==> config.mk <==
export PLATFORM = sky130hd
export DESIGN_NAME = vga_timing_gen
export DESIGN_NICKNAME = d
export VERILOG_FILES = /design/src/rtl/vga_timing_gen.sv
export SDC_FILE = /design/constraint.sdc
export NUM_CORES = 1
export LEC_CHECK = 0
export CORE_MARGIN = 2
export CORE_UTILIZATION = 55
export CTS_BUF_LIST = sky130_fd_sc_hd__clkbuf_4
export CTS_CLUSTER_DIAMETER = 150
export DETAILED_ROUTE_END_ITERATION = 10
export DONT_BUFFER_PORTS = 1
export PLACE_DENSITY = 0.73
export REMOVE_ABC_BUFFERS = 1
export SKIP_LAST_GASP = 1
export SYNTH_ARGS = -nofsm -noshare
export SYNTH_HDL_FRONTEND = slang
export SYNTH_SLANG_ARGS = --single-unit
==> constraint.sdc <==
create_clock -name clk -period 2.13 [get_ports clk]
set_clock_uncertainty 0.05 [all_clocks]
set_input_delay 0.1065 -clock clk [delete_from_list [all_inputs] [get_ports clk]]
set_output_delay 0.1065 -clock clk [all_outputs]
set_load 0.01 [all_outputs]
==> src/rtl/vga_timing_gen.sv <==
// vga_timing_gen: pixel-rate divider plus horizontal/vertical position counters.
// Drives the coord_x/coord_y/active_area bus for the graphics stage and
// hsync/vsync for the VGA connector. Every output is a register decoded
// from the counter values one clk earlier, so all outputs stay mutually aligned.
module vga_timing_gen #(
   parameter int unsigned CLK_DIV  = 2,
   parameter int unsigned H_ACTIVE = 640,
   parameter int unsigned H_FP     = 16,
   parameter int unsigned H_SYNC   = 96,
   parameter int unsigned H_BP     = 48,
   parameter int unsigned V_ACTIVE = 480,
   parameter int unsigned V_FP     = 10,
   parameter int unsigned V_SYNC   = 2,
   parameter int unsigned V_BP     = 33,
   parameter logic        SYNC_POL = 1'b0
) (
   input  logic       clk,
   input  logic       reset,
   output logic       pixel_tick,
   output logic [9:0] coord_x,
   output logic [9:0] coord_y,
   output logic       active_area,
   output logic       hsync,
   output logic       vsync,
   output logic       line_start,
   output logic       frame_start
);

   localparam int unsigned H_TOTAL = H_ACTIVE + H_FP + H_SYNC + H_BP;
   localparam int unsigned V_TOTAL = V_ACTIVE + V_FP + V_SYNC + V_BP;
   localparam int unsigned DIV_W   = (CLK_DIV > 1) ? $clog2(CLK_DIV) : 1;

   localparam logic [DIV_W-1:0] DIV_MAX = DIV_W'(CLK_DIV - 1);
   localparam logic [9:0]       H_MAX   = 10'(H_TOTAL - 1);
   localparam logic [9:0]       V_MAX   = 10'(V_TOTAL - 1);

   // 11-bit bounds so a sync window ending exactly at 1024 still compares correctly
   localparam logic [10:0] H_ACT_END = 11'(H_ACTIVE);
   localparam logic [10:0] HS_BEG    = 11'(H_ACTIVE + H_FP);
   localparam logic [10:0] HS_END    = 11'(H_ACTIVE + H_FP + H_SYNC);
   localparam logic [10:0] V_ACT_END = 11'(V_ACTIVE);
   localparam logic [10:0] VS_BEG    = 11'(V_ACTIVE + V_FP);
   localparam logic [10:0] VS_END    = 11'(V_ACTIVE + V_FP + V_SYNC);

   if (CLK_DIV < 1 || H_TOTAL > 1024 || V_TOTAL > 1024) begin : g_bad_cfg
      $error("vga_timing_gen: CLK_DIV must be >=1 and H_TOTAL/V_TOTAL <= 1024");
   end

   logic [DIV_W-1:0] div_q, div_d;
   logic [9:0]       h_q, h_d;
   logic [9:0]       v_q, v_d;
   logic             div_wrap, h_wrap;

   logic       pixel_tick_q, pixel_tick_d;
   logic [9:0] coord_x_q, coord_x_d;
   logic [9:0] coord_y_q, coord_y_d;
   logic       active_area_q, active_area_d;
   logic       hsync_q, hsync_d;
   logic       vsync_q, vsync_d;
   logic       line_start_q, line_start_d;
   logic       frame_start_q, frame_start_d;

   logic [10:0] h_ext, v_ext;

   // next-state of the cascaded div -> h -> v counters
   always_comb begin
      div_wrap = (div_q == DIV_MAX);
      h_wrap   = (h_q == H_MAX);
      div_d    = div_wrap ? '0 : div_q + 1'b1;
      h_d      = h_q;
      v_d      = v_q;
      if (div_wrap) begin
         h_d = h_wrap ? '0 : h_q + 1'b1;
         if (h_wrap) begin
            v_d = (v_q == V_MAX) ? '0 : v_q + 1'b1;
         end
      end
   end

   // counter registers, cleared by synchronous reset
   always_ff @(posedge clk) begin
      if (reset) begin
         div_q <= '0;
         h_q   <= '0;
         v_q   <= '0;
      end else begin
         div_q <= div_d;
         h_q   <= h_d;
         v_q   <= v_d;
      end
   end

   // decode outputs from the present counter values
   always_comb begin
      h_ext         = {1'b0, h_q};
      v_ext         = {1'b0, v_q};
      pixel_tick_d  = div_wrap;
      coord_x_d     = h_q;
      coord_y_d     = v_q;
      active_area_d = (h_ext < H_ACT_END) && (v_ext < V_ACT_END);
      hsync_d       = ((h_ext >= HS_BEG) && (h_ext < HS_END)) ? SYNC_POL : ~SYNC_POL;
      vsync_d       = ((v_ext >= VS_BEG) && (v_ext < VS_END)) ? SYNC_POL : ~SYNC_POL;
      line_start_d  = (div_q == '0) && (h_q == '0);
      frame_start_d = (div_q == '0) && (h_q == '0) && (v_q == '0);
   end

   // output registers: one clk behind the counters, syncs idle while in reset
   always_ff @(posedge clk) begin
      if (reset) begin
         pixel_tick_q  <= 1'b0;
         coord_x_q     <= '0;
         coord_y_q     <= '0;
         active_area_q <= 1'b0;
         hsync_q       <= ~SYNC_POL;
         vsync_q       <= ~SYNC_POL;
         line_start_q  <= 1'b0;
         frame_start_q <= 1'b0;
      end else begin
         pixel_tick_q  <= pixel_tick_d;
         coord_x_q     <= coord_x_d;
         coord_y_q     <= coord_y_d;
         active_area_q <= active_area_d;
         hsync_q       <= hsync_d;
         vsync_q       <= vsync_d;
         line_start_q  <= line_start_d;
         frame_start_q <= frame_start_d;
      end
   end

   assign pixel_tick  = pixel_tick_q;
   assign coord_x     = coord_x_q;
   assign coord_y     = coord_y_q;
   assign active_area = active_area_q;
   assign hsync       = hsync_q;
   assign vsync       = vsync_q;
   assign line_start  = line_start_q;
   assign frame_start = frame_start_q;

endmodule

==> results of run 1 <==
-- synth_stat cells, drive strengths merged --
cell | n | area share
dfxtp | 47 | 0.52
nor2 | 18 | 0.037
nor2b | 18 | 0.062
nand3 | 12 | 0.033
nor3 | 10 | 0.030
nand4 | 9 | 0.031
inv | 7 | 0.014
nand2 | 7 | 0.014
a21oi | 6 | 0.017
xor2 | 6 | 0.029
and3 | 5 | 0.017
clkbuf | 5 | 0.010
xnor2 | 5 | 0.024
buf | 4 | 0.015
ha | 4 | 0.028
nor4 | 3 | 0.010
nor4b | 3 | 0.014
o21ai | 3 | 0.0083
or3 | 3 | 0.010
nand2b | 2 | 0.0069
o31ai | 2 | 0.0083
a31oi | 1 | 0.0034
and4b | 1 | 0.0055
and4bb | 1 | 0.0069
mux2i | 1 | 0.0055
nand4b | 1 | 0.0048
nand4bb | 1 | 0.015
nor4bb | 1 | 0.0055
o221ai | 1 | 0.0048
or4 | 1 | 0.0041
or4b | 1 | 0.0055
-- layout make-up --
cell class | instances | share of cell area
Clock inverter | 2 | 0.02947
Tap cell | 44 | 0.02701
Sequential cell | 47 | 0.4616
Inverter | 7 | 0.01289
Multi-Input combinational cell | 126 | 0.3941
Clock buffer | 6 | 0.02210
Timing Repair Buffer | 12 | 0.05279
-- power breakdown --
part	leakage, nW	switching (mW)	internal [mW]
Combinational	0.313	0.0291	0.0191
Sequential	0.381	0.0133	0.893
Clock	0.0559	0.270	0.379
-- what timing repair did --
item	CTS	global route
hold endpoints to repair	42	0
hold buffers	3	0
resized for setup	0	0
-- routing by layer --
metal	track usage	routed length [um]
met2	0.3298	1610
met5	0	0
met4	0.09119	49
met1	0.2876	1611
met3	0.05042	281
-- metrics by stage --
step | worst slack, ns | total power, mW | hold slack [ns]
after floorplan | 0.2456 | 0.9465 | 0.1232
after global placement | 0.2797 | 0.9558 | 0.1301
after detailed placement | 0.1935 | 0.9575 | 0.1306
after CTS | 0.1640 | 1.612 | 0.4577
after global routing | 0.0006268 | 1.652 | 0.4908
final | 0.1470 | 1.604 | 0.4577
-- cell families after synthesis --
logic type      count (synthesis)
buf+inv                        16
simple gates                   97
xor+xnor                       11
compound gates                 13
fa+ha+maj                       4
flops                          47
mux                             1
-- state kept, by name, summed over array words and instances (netlist names) --
| name | cells |
|---|---|
| coord_x | 10 |
| coord_x_d | 10 |
| coord_y | 10 |
| coord_y_d | 10 |
| active_area | 1 |
| div_q | 1 |
| frame_start | 1 |
| hsync | 1 |
| line_start | 1 |
| pixel_tick | 1 |
| vsync | 1 |
-- worst max-delay path, delay by kind of cell, from the launching register on --
| family | cells | cell delay [ns] |
|---|---|---|
| AND/OR/NAND/NOR | 3 | 1.26 |
| flip-flops | 1 | 0.44 |
| AO/OA/AOI/OAI | 1 | 0.17 |
-- worst paths after layout --
check	endpoint	slack (ns)	cells past startpoint
max	coord_y_d[4]	0.15	4
min	coord_x[1]	0.46	2
max reg2reg	coord_y_d[4]	0.15	4
min reg2reg	coord_x[1]	0.46	2
==> reports/qor.csv, run 1 <==
stage;metric;value;unit
finish;layout_commonest_cell;dfxtp_1;
timing;slew_headroom;0.6866;
finish;stdcell_count;244;
floorplanning;die-height;61.48;um
synthesis;synth_mux_area_frac;0.005510;
timing;rsz0062_at_grt;false;
finish;stdcell_area;2038;sq um
clocking;cts_buffers;5;
floorplanning;initial_core_util;0.5855;
finish;diodes;0;
finish;synthToLayoutAreaGrowth;12.19;%
clocking;cts.sinks;47;
critical_path;cpMaxStageDelayCell;or4b_1;
route;wl_per_cell;14.56;um
critical_path;start_kind;flop;
synthesis;synth_fa_ha_area_frac;0.02755;
clocking;cts_tree;done;
clocking;post_cts_buffers;0;
timing;min_period;1.983;ns
finish;layout_common_cells;47 x dfxtp_1, 18 x nor2_1, 18 x nor2b_1;
finish;utilization;0.6569;
floorplanning;die_w;61.48;um
synthesis;synth_compound_area_frac;0.04132;
grt;grt_pass1_vias;1247;
critical_path;worstPathMaxFanout;7;
grt;grt_pass1_wl;5892;um
critical_path;crit_arrival;2.24;ns
route;drtAntennaViolNets;0;
clocking;htreeDepth;2;
flow_run;maxCapViolations;0;
finish;fillers;274;
synthesis;synth.ff_latch_count;47;
timing;worst_pin_slew;0.4651;ns
synthesis;synth_seq_area_share;0.5179;
route;drtIter0Drc;88;
run_status;status;finished, final reports clean;
critical_path;max_stage_delay;0.54;ns
finish;layout.area.seq;940.9;sq um
route;num_vias;1381;
route;wl;3553;um
timing;tns;0;ns
synthesis;yosys_warnings;0;
route;drt_pass1_iterations;4;
clocking;clk_path_buf_depth;2;
timing;finalHoldViolCount;0;
timing;post-route-period-util;0.9310;
power;power.density;786.9;nW/um^2
min_path;hold_class;reg2reg;
route;vias_per_cell;5.660;
clocking;clkTransAtPathRegs;0.13;ns
place;gp_congestion;0.8968;
synthesis;yosysUniqueCellTypes;33;
power;cellLeakagePower;0.7498;nW
grt;grt_overflow;0;
critical_path;end_kind;flop;
critical_path;timing.rr.start;coord_x_d[8];
critical_path;worstPathRequired;2.39;ns
finish;multiInputGateArea;803.3;sq um
place;io_buffers;0;
critical_path;crit_type;reg2reg;
clocking;clkLatencyLatePin;0.37;ns
grt;grt_use_total;0.2139;
grt;grt_max_degree;40;
timing;slew_violations;0;
place;dp_hpwl;2375;um
timing;finalSetupViolCount;0;
floorplanning;pin_count;28;
floorplanning;num_rows;20;
synthesis;syn_inst;189;
power;ir_worst_vdd;0.0003532;V
synthesis;synthXorXnorAreaFrac;0.05303;
synthesis;synth-simple-area-share;0.3147;
route;route.detailed.drc;0;
finish;drive_above_1_share;0.1050;
grt;antenna_found_initial;0;
clocking;root_buffer;clkbuf_4;
synthesis;syn_area;1817;sq um
place;placedCellCount;233;
place;place_area;1893;sq um
timing;fmax;504.3;MHz
synthesis;synth_top_family_by_area;simple AND/OR/NAND/NOR gates;
floorplanning;die-area;3779;sq um
synthesis;avgSynthCellArea;9.612;sq um
min_path;hold_start;coord_x_d[1];
critical_path;crit_path_start;coord_x_d[8];
floorplanning;design.core.area;3103;sq um
critical_path;path_cells;nand4b_1 > or3_1 > or4b_1 > a21oi_1;
finish;nets;205;
(Power assumes the default switching activity.)
==> run 2: changes to the inputs <==
--- a/config.mk
+++ b/config.mk
@@ -8,3 +8,3 @@
 export CORE_MARGIN = 2
-export CORE_UTILIZATION = 55
+export CORE_UTILIZATION = 24
 export CTS_BUF_LIST = sky130_fd_sc_hd__clkbuf_4
@@ -13,3 +13,4 @@
 export DONT_BUFFER_PORTS = 1
-export PLACE_DENSITY = 0.73
+export GPL_TIMING_DRIVEN = 0
+export PLACE_DENSITY = 0.4
 export REMOVE_ABC_BUFFERS = 1
--- a/constraint.sdc
+++ b/constraint.sdc
@@ -4,2 +4,2 @@
 set_output_delay 0.1065 -clock clk [all_outputs]
-set_load 0.01 [all_outputs]
+set_load 0.005 [all_outputs]
==> run 2 against run 1 <==
Global-route usage down 12 points; clock power down 39%; non-clock buffer count decreased by 9; sequential power about the same; critical endpoint unchanged; largest power group unchanged.
==> reports/qor.csv, run 2 (synthesized netlist as in run 1, its figures left out) <==
stage;metric;value;unit;change
run_status;status;finished, final reports clean;;
floorplanning;initial_core_util;0.2491;;-0.3363
timing;post-route-period-util;0.9317;;about the same
floorplanning;design.core.area;7292;sq um;+130%
floorplanning;num_rows;31;;+55%
critical_path;r2r_slack;0.15;ns;about the same
finish;layout_common_cells;44 x dfxtp_1, 18 x nor2_1, 18 x nor2b_1;;
critical_path;crit_arrival;2.23;ns;about the same
finish;layout_commonest_cell;dfxtp_1;;
timing;worst_slack;0.1454;ns;-0.001564 ns
critical_path;end_kind;flop;;
clocking;cts_buffers;5;;unchanged
floorplanning;pin_count;28;;unchanged
power;cellLeakagePower;0.6741;nW;-10%
clocking;root_buffer;clkbuf_4;;
timing;finalHoldViolCount;0;;unchanged
floorplanning;die-area;8282;sq um;+120%
route;drtAntennaViolNets;0;;unchanged
grt;grt_overflow;0;;unchanged
critical_path;cpMaxStageDelayCell;dfxtp_1;;
route;wl_per_cell;13.19;um;-9.4%
clocking;clkLatencyLatePin;0.35;ns;-0.02 ns
clocking;htreeDepth;2;;unchanged
route;route.detailed.drc;0;;unchanged
critical_path;path_delay_family;simple AND/OR/NAND/NOR gates;;
power;power.density;675.6;nW/um^2;-14%
route;num_vias;1292;;-6.4%
place;io_buffers;0;;unchanged
finish;drive_above_1_share;0.08421;;-0.02079
route;drtIter0Drc;49;;-44%
critical_path;max_stage_delay;0.59;ns;+0.05 ns
clocking;cts_tree;done;;
clocking;cts.sinks;47;;unchanged
timing;slew_violations;0;;unchanged
timing;tns;0;ns;unchanged
timing;min_period;1.985;ns;+0.001564 ns
route;vias_per_cell;4.471;;-21%
critical_path;path_cells;nand4bb_4 > or3_4 > or4b_1 > a21oi_1;;
critical_path;path_buf_inv;0;;unchanged
power;ir_worst_vdd;0.0001998;V;-43%
grt;grt_pass1_wl;6210;um;+5.4%
route;drt_pass1_iterations;4;;unchanged
timing;rsz0062_at_grt;false;;
grt;antenna_found_initial;0;;unchanged
finish;nets;196;;-4.4%
floorplanning;die-height;91.01;um;+48%
place;gp_congestion;0.7622;;-15%
finish;diodes;0;;unchanged
route;wl;3811;um;+7.3%
timing;worst_pin_slew;0.7066;ns;+0.2415 ns
floorplanning;die_w;91.01;um;+48%
clocking;clkTransAtPathRegs;0.13;ns;about the same
timing;whs;0.4500;ns;-0.007727 ns
grt;grt_max_degree;40;;unchanged
timing;slew_headroom;0.5263;;-0.1603
place;dp_hpwl;2573;um;+8.3%
critical_path;worstPathRequired;2.37;ns;-0.02 ns
finish;synthToLayoutAreaGrowth;9.986;%;
critical_path;worstPathMaxFanout;10;;+3
timing;fmax;503.9;MHz;about the same
grt;grt_pass1_vias;1215;;-2.6%
critical_path;crit_type;reg2reg;;
clocking;clk_path_buf_depth;2;;unchanged
min_path;hold_class;reg2reg;;
place;place_worst_setup_slack;0.05555;ns;-0.1380 ns
grt;grt_use_total;0.09458;;-0.1193
flow_run;maxCapViolations;0;;unchanged
critical_path;start_kind;flop;;
timing;finalSetupViolCount;0;;unchanged
run 2: area by class of cell:
| class | instances | area [sq um] |
|---|---|---|
| Clock inverter | 2 | 8.758 |
| Inverter | 7 | 26.28 |
| Tap cell | 99 | 123.9 |
| Timing Repair Buffer | 3 | 40.04 |
| Fill cell | 826 | 5294 |
| Clock buffer | 5 | 37.54 |
| Sequential cell | 47 | 944.7 |
| Multi-Input combinational cell | 126 | 817.0 |
run 2: what timing repair did:
item                                    in CTS  in global routing
setup buffers                                0                  0
endpoints found under the hold margin       43                  0
resized for setup                            0                  6
hold buffers                                 3                  0
endpoints found under the setup margin       0                  7
run 2: power breakdown:
group / switching, mW / internal, mW
logic: 0.0251 / 0.0173
registers: 0.0142 / 0.894
clock network: 0.282 / 0.118
run 2: path summary, 6_finish.rpt:
| check | startpoint | end | cells after the start |
|---|---|---|---|
| min reg2reg | coord_x_d[0] | coord_x_d[0] | 2 |
| max | coord_x_d[2] | coord_y_d[4] | 4 |
| min | coord_x_d[0] | coord_x_d[0] | 2 |
| max reg2reg | coord_x_d[2] | coord_y_d[4] | 4 |
run 2: worst register-to-register path, stage by stage, from the launching register on:
cell and delay [ns]:
dfxtp_1 0.59, nand4bb_4 0.18, or3_4 0.44, or4b_1 0.51, a21oi_1 0.15
run 2: through the flow:
| stage | util | power [mW] | cell area [sq um] | cells |
|---|---|---|---|---|
| finish | 0.2740 | 1.350 | 1998 | 289 |
| global route | 0.2740 | 1.419 | 1998 | 289 |
| CTS | 0.2716 | 1.376 | 1981 | 289 |
| detailed placement | 0.2598 | 0.9534 | 1894 | 279 |
| global placement | 0.2598 | 0.9528 | 1894 | 279 |
| floorplan | - | 0.9432 | 1770 | 180 |
run 2: per-layer routing:
| metal | up-vias | GRT usage | share of wire |
|---|---|---|---|
| li1 | 658 | - | - |
| met1 | 604 | 0.1269 | 0.50 |
| met2 | 24 | 0.1364 | 0.43 |
| met3 | 6 | 0.03320 | 0.049 |
| met4 | 0 | 0.04167 | 0.019 |
| met5 | - | 0 | 0 |
==> run 3: changes to the inputs <==
--- a/config.mk
+++ b/config.mk
@@ -7,2 +7,3 @@
 export LEC_CHECK = 0
+export ABC_AREA = 0
 export CORE_MARGIN = 2
==> constraint.sdc (replaced) <==
create_clock -name clk -period 2.13 [get_ports clk]
set_clock_uncertainty 0.05 [all_clocks]
set_input_delay 0.213 -clock clk [delete_from_list [all_inputs] [get_ports clk]]
set_output_delay 0.213 -clock clk [all_outputs]
set_load 0.005 [all_outputs]
==> run 3 against run 2 <==
Critical path depth unchanged; register-to-register slack about the same; wire length increased by 1.9%; die area unchanged; design area decreased by 1.0%; setup slack got worse by 0.0026 ns; critical path type unchanged; highest routed layer unchanged.
==> reports/qor.csv, run 3 (synthesized netlist as in run 1, its figures left out) <==
stage;metric;value;unit;change
run_status;status;finished, final reports clean;;
finish;fillers;827;;+0.12%
critical_path;end_kind;flop;;
place;place_worst_setup_slack;0.05555;ns;unchanged
route;drtIter0Drc;55;;+12%
timing;tns;0;ns;unchanged
route;drt_pass1_iterations;4;;unchanged
timing;slew_headroom;0.5223;;-0.004049
timing;fmax;503.2;MHz;-0.13%
critical_path;max_stage_delay;0.59;ns;about the same
power;cellLeakagePower;0.6630;nW;-1.7%
timing;slew_violations;0;;unchanged
route;wl;3883;um;+1.9%
clocking;clk_path_buf_depth;2;;unchanged
critical_path;path_buf_inv;0;;unchanged
floorplanning;die_w;91.01;um;unchanged
power;ir_worst_vdd;0.0002010;V;+0.57%
clocking;post_cts_buffers;0;;unchanged
critical_path;cpMaxStageDelayCell;dfxtp_1;;
floorplanning;design.core.area;7292;sq um;unchanged
clocking;root_buffer;clkbuf_4;;
finish;layout_common_cells;44 x dfxtp_1, 18 x nor2_1, 18 x nor2b_1;;
clocking;htreeDepth;2;;unchanged
timing;worst_pin_slew;0.7127;ns;+0.006040 ns
power;p_total;1.351;mW;about the same
route;top_layer_used;met4;;
power;power.density;682.7;nW/um^2;+1.1%
grt;grt_overflow;0;;unchanged
critical_path;crit_type;reg2reg;;
route;wl_met3;188;um;unchanged
route;drtAntennaViolNets;0;;unchanged
critical_path;path_delay_family;simple AND/OR/NAND/NOR gates;;
route;wl_per_cell;13.53;um;+2.6%
finish;synthToLayoutAreaGrowth;8.884;%;
grt;grt_pass1_wl;6251;um;+0.66%
timing;post-route-period-util;0.9330;;+0.001231
critical_path;worstPathRequired;2.37;ns;about the same
clocking;cts.sinks;47;;unchanged
floorplanning;initial_core_util;0.2491;;unchanged
timing;worst_slack;0.1428;ns;-0.002621 ns
route;route.detailed.drc;0;;unchanged
timing;rsz0062_at_grt;false;;
place;dp_hpwl;2573;um;unchanged
floorplanning;num_rows;31;;unchanged
timing;min_period;1.987;ns;+0.002621 ns
critical_path;worstPathMaxFanout;10;;unchanged
finish;diodes;0;;unchanged
route;met2_wirelength;1648;um;+0.67%
place;io_buffers;0;;unchanged
floorplanning;pin_count;28;;unchanged
finish;drive_above_1_share;0.08511;;+0.0008959
route;vias_per_cell;4.484;;+0.31%
floorplanning;die-height;91.01;um;unchanged
min_path;hold_class;in2reg;;
flow_run;maxCapViolations;0;;unchanged
place;placedCellCount;279;;unchanged
clocking;clkTransAtPathRegs;0.13;ns;about the same
finish;nets;194;;-1.0%
grt;grt_pass1_vias;1210;;-0.41%
grt;antenna_found_initial;0;;unchanged
finish;stdcell_count;287;;-0.69%
critical_path;crit_arrival;2.23;ns;about the same
route;num_vias;1287;;-0.39%
place;gp_congestion;0.7622;;unchanged
clocking;clkLatencyLatePin;0.36;ns;about the same
clocking;cts_tree;done;;
floorplanning;die-area;8282;sq um;unchanged
timing;finalHoldViolCount;0;;unchanged
grt;grt_use_total;0.09580;;+0.001224
clocking;cts_buffers;5;;unchanged
grt;grt_max_degree;39;;-2.5%
route;wl_met1;1949;um;+1.8%
critical_path;start_kind;flop;;
critical_path;path_cells;nand4bb_4 > or3_4 > or4b_1 > a21oi_1;;
timing;finalSetupViolCount;0;;unchanged
finish;layout_commonest_cell;dfxtp_1;;
[run 3: worst min-delay path, cell delays in order]
cell and delay (ns):
inv_1 0.05, o221ai_1 0.07, nor3_1 0.05
[run 3: repair_timing]
item,in CTS,in global routing
endpoints found under the hold margin,41,0
resized for setup,0,6
hold buffers,1,0
endpoints found under the setup margin,0,7
[run 3: final cells by class]
cell class                      instances  area [sq um]  share of cell area
Clock buffer                            5         37.54             0.01898
Clock inverter                          2         8.758            0.004428
Inverter                                7         26.28             0.01328
Multi-Input combinational cell        126         817.0              0.4130
Timing Repair Buffer                    1         20.02             0.01012
Tap cell                               99         123.9             0.06262
Sequential cell                        47         944.7              0.4775
[run 3: final timing paths]
kind                  endpoint  cells after the start          from  slack [ns]
setup / recovery  coord_y_d[4]                      4  coord_x_d[2]        0.14
hold / removal    coord_y_d[9]                      3         reset        0.02
setup reg to reg  coord_y_d[4]                      4  coord_x_d[2]        0.14
hold reg to reg   coord_x_d[0]                      2  coord_x_d[0]        0.45
[run 3: per-layer routing]
| layer | track usage | vias up |
|---|---|---|
| met5 | 0 | - |
| met4 | 0.04167 | 0 |
| met3 | 0.03320 | 8 |
| met2 | 0.1395 | 26 |
| met1 | 0.1279 | 600 |
| li1 | - | 653 |
[run 3: per-stage QoR]
step / utilization / hold WS, ns / cell area (sq um)
after floorplan: - / 0.2297 / 1770
after global placement: 0.2598 / 0.2378 / 1894
after detailed placement: 0.2598 / 0.2387 / 1894
after CTS: 0.2689 / 0.0009401 / 1961
after global routing: 0.2713 / 0.003851 / 1978
final: 0.2713 / 0.02161 / 1978
[run 3: power by group]
| group | internal [mW] | switching (mW) | leakage, nW |
|---|---|---|---|
| Combinational | 0.0162 | 0.0243 | 0.253 |
| Sequential | 0.894 | 0.0142 | 0.382 |
| Clock | 0.118 | 0.284 | 0.0285 |
